$ cat config.mk
export PLATFORM = sky130hd
export DESIGN_NAME = if_stage
export DESIGN_NICKNAME = d
export VERILOG_FILES = /design/src/rtl/mips_pkg.sv /design/src/rtl/if_id_reg.sv /design/src/rtl/if_stage.sv
export SDC_FILE = /design/constraint.sdc
export NUM_CORES = 1
export LEC_CHECK = 0
export ABC_CLOCK_PERIOD_IN_PS = 2500
export BUFFER_PORTS_ARGS = -buffer_cell sky130_fd_sc_hd__buf_4
export CAP_MARGIN = 10
export CORE_MARGIN = 2
export CORE_UTILIZATION = 51
export DETAILED_ROUTE_END_ITERATION = 8
export GPL_TIMING_DRIVEN = 0
export PLACE_DENSITY = 0.81
export SLEW_MARGIN = 5
export SYNTH_ARGS = -nofsm -noshare
export SYNTH_HDL_FRONTEND = slang
export SYNTH_SLANG_ARGS = --single-unit
$ cat constraint.sdc
create_clock -name clk -period 2.5 [get_ports clk]
set_clock_uncertainty 0.2 [all_clocks]
set_input_delay 0.125 -clock clk [delete_from_list [all_inputs] [get_ports clk]]
set_output_delay 0.125 -clock clk [all_outputs]
set_load 0.01 [all_outputs]
$ cat src/rtl/mips_pkg.sv
`default_nettype none
// ============================================================================
// Module   : mips_pkg
// Purpose  : Shared constants and fetch-state encoding for the MIPS front end.
// Revision : 1.0 - initial release
// ============================================================================
package mips_pkg;

   localparam logic [31:0] NOP               = 32'h0000_0000;
   localparam logic [31:0] DEFAULT_RESET_PC  = 32'h0000_0000;
   localparam logic [31:0] DEFAULT_HALT_WORD = 32'hFFFF_FFFF;

   typedef enum logic [1:0] {
      BOOT = 2'd0,
      RUN  = 2'd1,
      HALT = 2'd2
   } fetch_state_e;

   // Sequential fetch address; wraps modulo 2^32 by construction.
   function automatic logic [31:0] pc_plus4(input logic [31:0] pc);
      return pc + 32'd4;
   endfunction

endpackage
`default_nettype wire

$ cat src/rtl/if_id_reg.sv
`default_nettype none
// ============================================================================
// Module   : if_id_reg
// Purpose  : IF/ID pipeline register with bubble, hold and load controls.
// Revision : 1.0 - initial release
// ============================================================================
module if_id_reg
   import mips_pkg::*;
(
   input  logic        clk,
   input  logic        rst_n,
   input  logic        bubble_i,
   input  logic        hold_i,
   input  logic        load_i,
   input  logic [31:0] instr_i,
   input  logic [31:0] pc4_i,
   output logic [31:0] instr_o,
   output logic [31:0] pc4_o,
   output logic        valid_o
);

   logic [31:0] instr_q, instr_d;
   logic [31:0] pc4_q,   pc4_d;
   logic        valid_q, valid_d;

   // Bubble wins over hold, hold wins over load; with no control asserted the contents stay put.
   always_comb begin
      instr_d = instr_q;
      pc4_d   = pc4_q;
      valid_d = valid_q;
      if (bubble_i) begin
         instr_d = NOP;
         pc4_d   = 32'h0000_0000;
         valid_d = 1'b0;
      end else if (hold_i) begin
         instr_d = instr_q;
         pc4_d   = pc4_q;
         valid_d = valid_q;
      end else if (load_i) begin
         instr_d = instr_i;
         pc4_d   = pc4_i;
         valid_d = 1'b1;
      end
   end

   always_ff @(posedge clk or negedge rst_n) begin
      if (!rst_n) begin
         instr_q <= NOP;
         pc4_q   <= 32'h0000_0000;
         valid_q <= 1'b0;
      end else begin
         instr_q <= instr_d;
         pc4_q   <= pc4_d;
         valid_q <= valid_d;
      end
   end

   assign instr_o = instr_q;
   assign pc4_o   = pc4_q;
   assign valid_o = valid_q;

endmodule
`default_nettype wire

$ cat src/rtl/if_stage.sv
`default_nettype none
// ============================================================================
// Module   : if_stage
// Purpose  : Instruction fetch stage: PC, BOOT/RUN/HALT control, IF/ID register.
// Revision : 1.0 - initial release
// ============================================================================
module if_stage
   import mips_pkg::*;
#(
   parameter logic [31:0] RESET_PC  = DEFAULT_RESET_PC,
   parameter logic [31:0] HALT_WORD = DEFAULT_HALT_WORD
)(
   input  logic        clk,
   input  logic        reset,
   input  logic        stall,
   input  logic        redirect,
   input  logic [31:0] redirect_target,
   output logic [31:0] imem_addr,
   input  logic [31:0] imem_rdata,
   output logic [31:0] pc,
   output logic [31:0] if_id_instr,
   output logic [31:0] if_id_pc4,
   output logic        if_id_valid,
   output logic        halted,
   output logic [31:0] fetch_count
);

   fetch_state_e state_q, state_d;
   logic [31:0]  pc_q,    pc_d;
   logic [31:0]  count_q, count_d;
   logic         ifid_bubble;
   logic         ifid_hold;
   logic         ifid_load;
   logic [31:0]  pc_next_seq;

   assign pc_next_seq = pc_plus4(pc_q);

   always_comb begin
      state_d     = state_q;
      pc_d        = pc_q;
      count_d     = count_q;
      ifid_bubble = 1'b0;
      ifid_hold   = 1'b0;
      ifid_load   = 1'b0;
      case (state_q)
         BOOT: begin
            state_d     = RUN;
            ifid_bubble = 1'b1;
         end
         RUN: begin
            // A resolved branch overrides any hazard stall in the same cycle.
            if (redirect) begin
               pc_d        = redirect_target;
               ifid_bubble = 1'b1;
            end else if (stall) begin
               ifid_hold   = 1'b1;
            end else if (imem_rdata == HALT_WORD) begin
               state_d     = HALT;
               ifid_bubble = 1'b1;
            end else begin
               pc_d        = pc_next_seq;
               ifid_load   = 1'b1;
               count_d     = count_q + 32'd1;
            end
         end
         default: begin
            ifid_bubble = 1'b1;
         end
      endcase
   end

   always_ff @(posedge clk or negedge reset) begin
      if (!reset) begin
         state_q <= BOOT;
         pc_q    <= RESET_PC;
         count_q <= 32'h0000_0000;
      end else begin
         state_q <= state_d;
         pc_q    <= pc_d;
         count_q <= count_d;
      end
   end

   if_id_reg u_if_id_reg (
      .clk      (clk),
      .rst_n    (reset),
      .bubble_i (ifid_bubble),
      .hold_i   (ifid_hold),
      .load_i   (ifid_load),
      .instr_i  (imem_rdata),
      .pc4_i    (pc_next_seq),
      .instr_o  (if_id_instr),
      .pc4_o    (if_id_pc4),
      .valid_o  (if_id_valid)
   );

   assign pc          = pc_q;
   assign imem_addr   = pc_q;
   assign halted      = (state_q == HALT);
   assign fetch_count = count_q;

endmodule
`default_nettype wire

==> summary.txt, run 1 <==
Final layout
  – Share of cells above drive strength 1: 35.6%
  – Fin cells: 1,160
  – Design Area, Final: 10,100 sq um
  – N_diodes: 0
  – Area grow syn2layout: 51.3%
  – Fin nets: 1,046
  – End-of-flow core utilization: 79.4%

Synth
  – Compound-Gate Fraction of Synth Area: 17.7%
  – Yosys top cell by area: dfrtp_1
  – Syn Area/Cell: 10.3 sq um
  – Sequential area share after synthesis: 49.3%
  – Adder-cell share of the synthesized area: 0.377%
  – Seq cells post-synth: 131
  – Fraction of registers with async set/reset: 100%
  – Share of the synthesized area in the top cell type: 49.3%
  – Post-Synth Simple-Gate Area: 17.5%
  – Synth Instances: 646
  – Largest family of logic cells by synthesized area: compound AO/OA/AOI/OAI gates
  – Cell Area, Synth: 6650 sq um
  – Number of synthesized flops with an enable pin: 0
  – Area contributors post-synth: dfrtp_1, xnor2_1, a22o_1, buf_4, nand2_1
  – Synth Flop Type: dfrtp_1
  – Syn Nets: 716
  – Post-synth cell types: 57
  – Synth Area in XOR/XNOR: 7.77%
  – Synth warnings: 0
  – Multiplexer share of the synthesized area: 0.828%

Drt
  – DRC viols: 0
  – Met3 wire length: 2.13 mm
  – Vias per cell: 5.76
  – Highest Signal Layer: met4
  – Routed vias: 6,682
  – DR pass1 iterations: 5
  – M1 WL: 8.79 mm
  – DRT antenna net count: 0
  – Routed length on met2: 11.3 mm
  – Final wirelength: 22.8 mm
  – Iteration-0 DRC Markers: 552
  – Avg WL per Cell: 19.7 um

Placement
  – Placed cells: 1,047
  – Placed cell area: 8600 sq um
  – DP HPWL: 15.0 mm
  – Routability cong.: 0.891
  – PortBufs: 228
  – Place WS: -0.351 ns

Global routing
  – GRT Resource Usage Total: 32.7%
  – Global-route wire length before repair: 35.7 mm
  – Vias in the first global route: 6,774
  – Largest net degree at the start of global routing: 75
  – Global route overflow: 0
  – Initial antenna violation count: 0

CTS
  – Skew-Pair Late Insertion Delay: 0.43 ns
  – Clock sink count: 131
  – CTS tree: done
  – Worst-path clk slew: 0.06 ns
  – Clk root buf: clkbuf_16
  – Clk buf depth: 2
  – H-tree depth: 4
  – CTS buffer count: 17

Timing
  – Minimum clock period: 2.41 ns
  – Hold Fails Final Rpt: 0
  – Final WS setup: 0.0872 ns
  – Rel. slew slack: 43.2%
  – Setup violators final: 0
  – Final Cycle Share: 96.5%
  – Slew Limit Fails: 0
  – RSZ-0062 raised after global routing: true
  – Max Freq: 0.414 GHz
  – Actual slew at the worst max-slew pin: 0.848 ns

Power
  – VDD IR max: 461 uV
  – Power after layout: 6690 uW
  – Leak Pwr: 0.00473 uW
  – Pwr dens: 665 nW/um^2

Critical path
  – CP required: 2.61 ns
  – CP Capture Type: flop
  – Critical Path AT: 2.52 ns
  – CP max FO: 7
  – WS Path Type: flop to flop
  – Startpoint types: flop

Worst hold path
  – Hold/Removal Path Class: input port to async pin

Job
  – Max_cap viols: 0

Die
  – Die area: 14,000 sq um
  – I/O pin total: 230
  – Die outline width: 118 um
  – Number of cell rows: 41
  – Core Footprint: 12,700 sq um
  – Initial core utilization: 52.5%
  – Die Ht: 118 um

Run status
  – Status: finished, final reports clean
cell families after synthesis:
group	after synthesis
AOI/OAI and AO/OA	158
xor gates and xnor gates	59
adders and majority gates	2
buffers and inverters	77
DFF	131
muxes	5
and+or+nand+nor	214
per-layer routing:
metal	track usage [%]	up-vias
li1	-	2990
met1	38.4	3252
met2	56.0	391
met3	9.22	49
met4	14.0	0
met5	0	-
layout by cell type, fill, tap and decap left out, types with 13 or more instances in the layout:
master / Yosys / final
a22o_1: 35 / 35
a31oi_1: 15 / 15
buf_4: 35 / 276
clkbuf_1: 20 / 16
clkbuf_16: 0 / 17
dfrtp_1: 131 / 131
dlygate4sd3_1: 0 / 68
nand2_1: 62 / 62
nand3_1: 27 / 27
nand4_1: 31 / 31
nor2_1: 35 / 34
o21ai_0: 29 / 29
o21ai_1: 13 / 13
o22a_1: 21 / 21
xnor2_1: 38 / 38
xor2_1: 21 / 21
timing repair:
item	in CTS	in global routing
buffers inserted	6	8
endpoints found under the hold margin	197	0
setup endpoints to repair	22	106
hold buffers	68	0
pin swaps	2	4
resized for setup	2	14
worst paths after layout:
path	from	endpoint	slack [ns]	cells after the start
worst max-delay path	fetch_count[6]	fetch_count[28]	0.09	6
worst min-delay path	reset	u_if_id_reg.valid_o	0.03	2
worst max register to register	fetch_count[6]	fetch_count[28]	0.09	6
worst min register to register	u_if_id_reg.pc4_o[7]	u_if_id_reg.pc4_o[7]	0.28	2
max in group asynchronous	reset	fetch_count[13]	1.30	3
min in group clk	redirect_target[1]	imem_addr[1]	0.26	4
synth_stat cells, drive strengths merged, types with 2 or more instances:
| library cell | number |
|---|---|
| nand2 | 62 |
| and3 | 11 |
| o21a | 3 |
| xor2 | 21 |
| ha | 2 |
| xnor2 | 38 |
| nor3 | 10 |
| a2111oi | 3 |
| a22oi | 12 |
| nor4 | 12 |
| inv | 4 |
| dfrtp | 131 |
| buf | 51 |
| a31oi | 15 |
| a21oi | 12 |
| o22a | 21 |
| clkbuf | 21 |
| and4 | 4 |
| a32oi | 3 |
| nor3b | 7 |
| and2 | 5 |
| a22o | 35 |
| mux2 | 4 |
| or2 | 2 |
| nand3 | 28 |
| nor2b | 2 |
| nand4 | 32 |
| o21ai | 42 |
| nor2 | 36 |
final cells by class:
cell class,count,area [sq um]
sequential,131,3280
buffer,72,424
fill,787,2610
multi-input combinational,438,2970
inverter,5,18.8
timing repair buffer,311,2530
clock buffer,18,439
clock inverter,13,184
tap,172,215
worst max-delay path: stages, from the launching register on:
cell and delay [ns]:
dfrtp_1 0.43, nand3_1 0.16, or3_1 0.40, clkbuf_1 0.23, a2111oi_4 0.51, nand3_1 0.20
xnor2_1 0.17
report_power, final:
part / switching [uW] / internal (uW) / leakage [uW]
Sequential: 254 / 2310 / 0.00169
Combinational: 705 / 762 / 0.00274
Clock: 976 / 1690 / 0.000298
registers in the layout (all words and copies together), names as in the netlist:
register and cells:
fetch_count 32, imem_addr 32, u_if_id_reg.instr_o 32, u_if_id_reg.pc4_o 32
state_q 2, u_if_id_reg.valid_o 1
per-stage QoR:
step                hold WS, ns  setup TNS (ns)
floorplan                -0.371               0
global placement          0.124           -1.37
detailed placement      -0.0803           -2.54
CTS                      0.0523               0
global route             0.0835          -0.149
finish                   0.0342               0
Power figures use the tool's default switching activity.
==> run 2: changes to the inputs <==
ABC_CLOCK_PERIOD_IN_PS = 2760   (was 2500)
CORE_MARGIN = 4   (was 2)
clock period = 2.76 ns   (was 2.5 ns; I/O delays follow)
==> summary.txt, run 2 (same netlist as run 1, synthesis figures left out) <==
Run status
  – Status: finished, final reports clean

Drt
  – Iteration-0 DRC Markers: 556
  – DR pass1 iterations: 6
  – Final wirelength: 23.0 mm
  – DRC viols: 0
  – Avg WL per Cell: 20.1 um
  – DRT antenna net count: 0
  – Routed vias: 6,644
  – Vias per cell: 5.79

Final layout
  – Commonest non-fill, non-tap cell in the layout: buf_4
  – Seq. cell area: 3280 sq um
  – Area grow syn2layout: 48.4%
  – Multi-input logic area: 2930 sq um
  – Design Area, Final: 9860 sq um
  – N_diodes: 0
  – Fin cells: 1,147
  – Share of cells above drive strength 1: 33.6%
  – Fin nets: 1,035
  – # fillers: 798
  – Most frequent cells in the layout: buf_4, dfrtp_1, dlygate4sd3_1

Critical path
  – CP required: 2.84 ns
  – Family with the most delay on the worst path: simple AND/OR/NAND/NOR gates
  – CP max stage delay: 0.60 ns
  – CP Capture Type: flop
  – WS Path Type: flop to flop
  – CP max FO: 10
  – Critical-path top delay cell: nor2_1
  – Number of cells on the worst reg-to-reg path: 7
  – Worst R2R Setup Slack: 0.15 ns
  – WP buf/inv: 2
  – Crit-path cells: buf_2 -> nand3_1 -> nor2_1 -> buf_2 -> nand3_1 -> xnor2_1 -> o21ai_0
  – Worst r2r dst: u_if_id_reg.pc4_o[21]
  – Startpoint types: flop
  – Worst r2r src: imem_addr[4]
  – Critical Path AT: 2.69 ns

Die
  – I/O pin total: 230
  – Initial core utilization: 52.5%
  – Core Footprint: 12,700 sq um
  – Die area: 14,900 sq um
  – Number of cell rows: 41
  – Die outline width: 122 um
  – Die Ht: 122 um

Power
  – VDD IR max: 386 uV
  – Pwr dens: 590 nW/um^2
  – Power after layout: 5820 uW
  – Leak Pwr: 0.00462 uW

CTS
  – CTS tree: done
  – H-tree depth: 4
  – Clock sink count: 131
  – Worst-path clk slew: 0.05 ns
  – Clk root buf: clkbuf_16
  – CTS buffer count: 17
  – Clk buf depth: 2
  – Skew-Pair Late Insertion Delay: 0.42 ns

Job
  – Max_cap viols: 0

Global routing
  – Global-route wire length before repair: 36.0 mm
  – Largest net degree at the start of global routing: 78
  – Vias in the first global route: 6,745
  – Global route overflow: 0
  – Initial antenna violation count: 0
  – GRT Resource Usage Total: 31.2%

Worst hold path
  – Hold/Removal Path Class: input port to async pin

Placement
  – DP HPWL: 15.3 mm
  – Routability cong.: 0.887
  – Placed cell area: 8600 sq um
  – PortBufs: 228
  – Placed cells: 1,047
  – Place WS: -0.0448 ns

Timing
  – Hold Slack: 0.0491 ns
  – Rel. slew slack: 42.9%
  – Slew Limit Fails: 0
  – Final WS setup: 0.151 ns
  – RSZ-0062 raised after global routing: false
  – Minimum clock period: 2.61 ns
  – Setup violators final: 0
  – Final Cycle Share: 94.5%
  – Hold Fails Final Rpt: 0
  – Actual slew at the worst max-slew pin: 0.853 ns
  – Max Freq: 0.383 GHz
==> run 2: cell count changes in the layout (fill, tap and decap cells not counted), sizes merged <==
cell,before,now
dlygate4sd3,68,67
clkbuf,41,45
clkinv,6,5
bufinv,4,2
inv,5,4
clkinvlp,3,0
buf,292,283
==> run 2: area by class of cell <==
type / count / area share, %
buffer: 72 / 4.24
clock buffer: 23 / 4.85
clock inverter: 6 / 0.812
inverter: 5 / 0.190
multi-input combinational: 438 / 29.7
sequential: 131 / 33.2
tap: 172 / 2.18
timing repair buffer: 300 / 24.8
==> run 2: report_power, final <==
group / total (uW) / internal, uW / switching [uW]
logic: 1310 / 686 / 629
registers: 2310 / 2090 / 224
clock network: 2200 / 1380 / 819
==> run 2: worst max path at each step <==
stage                 start               endpoint  slack (ns)  depth (start not counted)
2_1_floorplan  imem_addr[2]          imem_addr[26]        0.41                          6
3_3_place_gp   imem_addr[2]          imem_addr[26]       -0.02                          6
3_5_place_dp   imem_addr[2]          imem_addr[26]       -0.04                          6
4_1_cts        imem_addr[2]  u_if_id_reg.pc4_o[20]        0.09                          7
5_1_grt        imem_addr[4]  u_if_id_reg.pc4_o[21]       0.002                          7
6_report       imem_addr[4]  u_if_id_reg.pc4_o[21]        0.15                          7
==> run 2: routing by layer <==
| layer | up-vias | part of all wire, % | wire, um | track usage [%] |
|---|---|---|---|---|
| met1 | 3235 | 38 | 8660 | 37.9 |
| met5 | - | 0 | 0 | 0 |
| met4 | 0 | 2.7 | 612 | 11.9 |
| met2 | 399 | 50 | 11400 | 52.3 |
| met3 | 57 | 10 | 2320 | 9.47 |
| li1 | 2953 | - | - | - |
==> run 2: repair_timing <==
item	in CTS	in global routing
setup endpoints to repair	3	15
setup buffers	3	1
hold endpoints to repair	197	0
hold buffers	67	0
pin swaps	1	1
gates resized for setup	0	1
cloned	0	0
==> run 2: per-stage QoR <==
stage / setup TNS [ns] / util, %
finish: 0 / 77.9
global route: 0 / 77.9
CTS: 0 / 77.8
detailed placement: -0.0448 / 67.9
global placement: -0.0165 / 67.7
floorplan: 0 / -
==> run 3: changes to the inputs <==
CELL_PAD_IN_SITES_DETAIL_PLACEMENT = 1   (was not set)
CELL_PAD_IN_SITES_GLOBAL_PLACEMENT = 1   (was not set)
CORE_UTILIZATION = 38   (was 51)
==> summary.txt, run 3 (same netlist as run 1, synthesis figures left out) <==
Run status
  – Status: finished, final reports clean

Job
  – Max_cap viols: 0

Final layout
  – Fin cells: 1,207
  – N_diodes: 0
  – Share of cells above drive strength 1: 34.4%
  – # fillers: 1,879
  – Most frequent cells in the layout: buf_4, dfrtp_1, dlygate4sd3_1
  – Commonest non-fill, non-tap cell in the layout: buf_4
  – Fin nets: 1,039
  – Area grow syn2layout: 49.8%
  – End-of-flow core utilization: 57.7%

Drt
  – DRC viols: 0
  – DR pass1 iterations: 5
  – Routed vias: 6,544
  – Iteration-0 DRC Markers: 387
  – Avg WL per Cell: 21.0 um
  – Vias per cell: 5.42
  – DRT antenna net count: 0
  – Final wirelength: 25.3 mm

Power
  – Pwr dens: 581 nW/um^2
  – Leak Pwr: 0.00461 uW
  – Clock power frac: 37.0%
  – Sequential share of power: 40.1%
  – Combinational Power Share: 23.0%
  – Sw Ratio: 31.7%
  – Internal: 3950 uW
  – VDD IR max: 444 uV
  – Switching power: 1830 uW

Critical path
  – CP required: 2.87 ns
  – Startpoint types: flop
  – Critical Path AT: 2.70 ns
  – WS Path Type: flop to flop
  – CP max FO: 7
  – CP Capture Type: flop

Placement
  – DP HPWL: 17.4 mm
  – PortBufs: 228
  – Routability cong.: 0.835
  – Placed cells: 1,100

Timing
  – Final Cycle Share: 93.6%
  – Setup tns final: 0 ns
  – Setup violators final: 0
  – Hold Fails Final Rpt: 0
  – Rel. slew slack: 33.6%
  – RSZ-0062 raised after global routing: false
  – Slew Limit Fails: 0
  – Max Freq: 0.387 GHz
  – Actual slew at the worst max-slew pin: 0.993 ns
  – Minimum clock period: 2.58 ns

CTS
  – Clk buf depth: 2
  – CTS tree: done
  – Skew-Pair Late Insertion Delay: 0.43 ns
  – H-tree depth: 4
  – Worst-path clk slew: 0.07 ns
  – Clk root buf: clkbuf_16
  – Clock sink count: 131
  – CTS buffer count: 17

Die
  – Number of cell rows: 48
  – Die outline width: 140 um
  – Die Ht: 140 um
  – Core Footprint: 17,200 sq um
  – Die area: 19,700 sq um
  – I/O pin total: 230
  – Initial core utilization: 38.6%

Worst hold path
  – Hold/Removal Path Class: input port to async pin

Global routing
  – Global-route wire length before repair: 39.6 mm
  – GRT Resource Usage Total: 25.3%
  – Global route overflow: 0
  – Vias in the first global route: 6,986
  – Initial antenna violation count: 0
  – Largest net degree at the start of global routing: 68
[run 3: path summary, 6_finish.rpt]
kind	slack, ns	end	start	cells after the start
worst max register to register	0.18	imem_addr[26]	imem_addr[2]	8
max in group asynchronous	1.52	fetch_count[12]	reset	3
worst min register to register	0.28	u_if_id_reg.pc4_o[5]	u_if_id_reg.pc4_o[5]	2
worst min-delay path	0.07	imem_addr[11]	reset	2
min in group clk	0.28	u_if_id_reg.pc4_o[5]	u_if_id_reg.pc4_o[5]	2
worst max-delay path	0.18	imem_addr[26]	imem_addr[2]	8
[run 3: area by class of cell]
class | instances | area, sq um | area share, %
plain buffers | 72 | 418 | 4.20
clock buffers | 18 | 429 | 4.31
clock inverters | 14 | 119 | 1.19
inverters | 5 | 18.8 | 0.189
multi-input cells | 438 | 2940 | 29.5
flip-flops and latches | 131 | 3280 | 32.9
well taps | 225 | 282 | 2.83
repair buffers | 304 | 2470 | 24.9
[run 3: stage by stage]
stage | hold WS [ns] | power, uW | instance area, sq um | setup slack (ns)
final | 0.0663 | 5780 | 9950 | 0.176
after global routing | 0.133 | 6030 | 9950 | 0.000228
after CTS | 0.0878 | 5800 | 9940 | 0.111
after detailed placement | -0.0283 | 3580 | 8670 | -0.151
after global placement | 0.132 | 3530 | 8640 | -0.130
after floorplan | -0.358 | 2890 | 6650 | 0.413
[run 3: per-layer routing]
layer / part of all wire, % / vias to the layer above / GRT usage [%]
met2: 49 / 304 / 42.6
met5: 0 / - / 0
li1: - / 2977 / -
met1: 41 / 3220 / 31.7
met3: 8.0 / 43 / 6.76
met4: 2.2 / 0 / 8.06
[run 3: worst max-delay path, cell delays in order, from the launching register on]
cell     delay, ns
dfrtp_1       0.48
ha_1          0.32
nand4_1       0.15
buf_4         0.19
nor4_4        0.30
buf_4         0.20
nor3b_2       0.27
a31oi_1       0.13
o22a_1        0.23
[run 3: power by group through the flow]
stage	clock [uW]	combinational (uW)	sequential (uW)
after CTS	2160	1330	2310
after global routing	2240	1430	2350
final	2140	1330	2310
after detailed placement	0	1240	2340
after global placement	0	1200	2330
after floorplan	0	521	2360
[run 3: timing repair]
item / CTS / global route
buffers inserted: 6 / 2
pin swaps: 2 / 2
gates cloned: 0 / 0
hold endpoints to repair: 130 / 0
hold buffers: 67 / 0
setup endpoints to repair: 10 / 21
resized for setup: 1 / 1
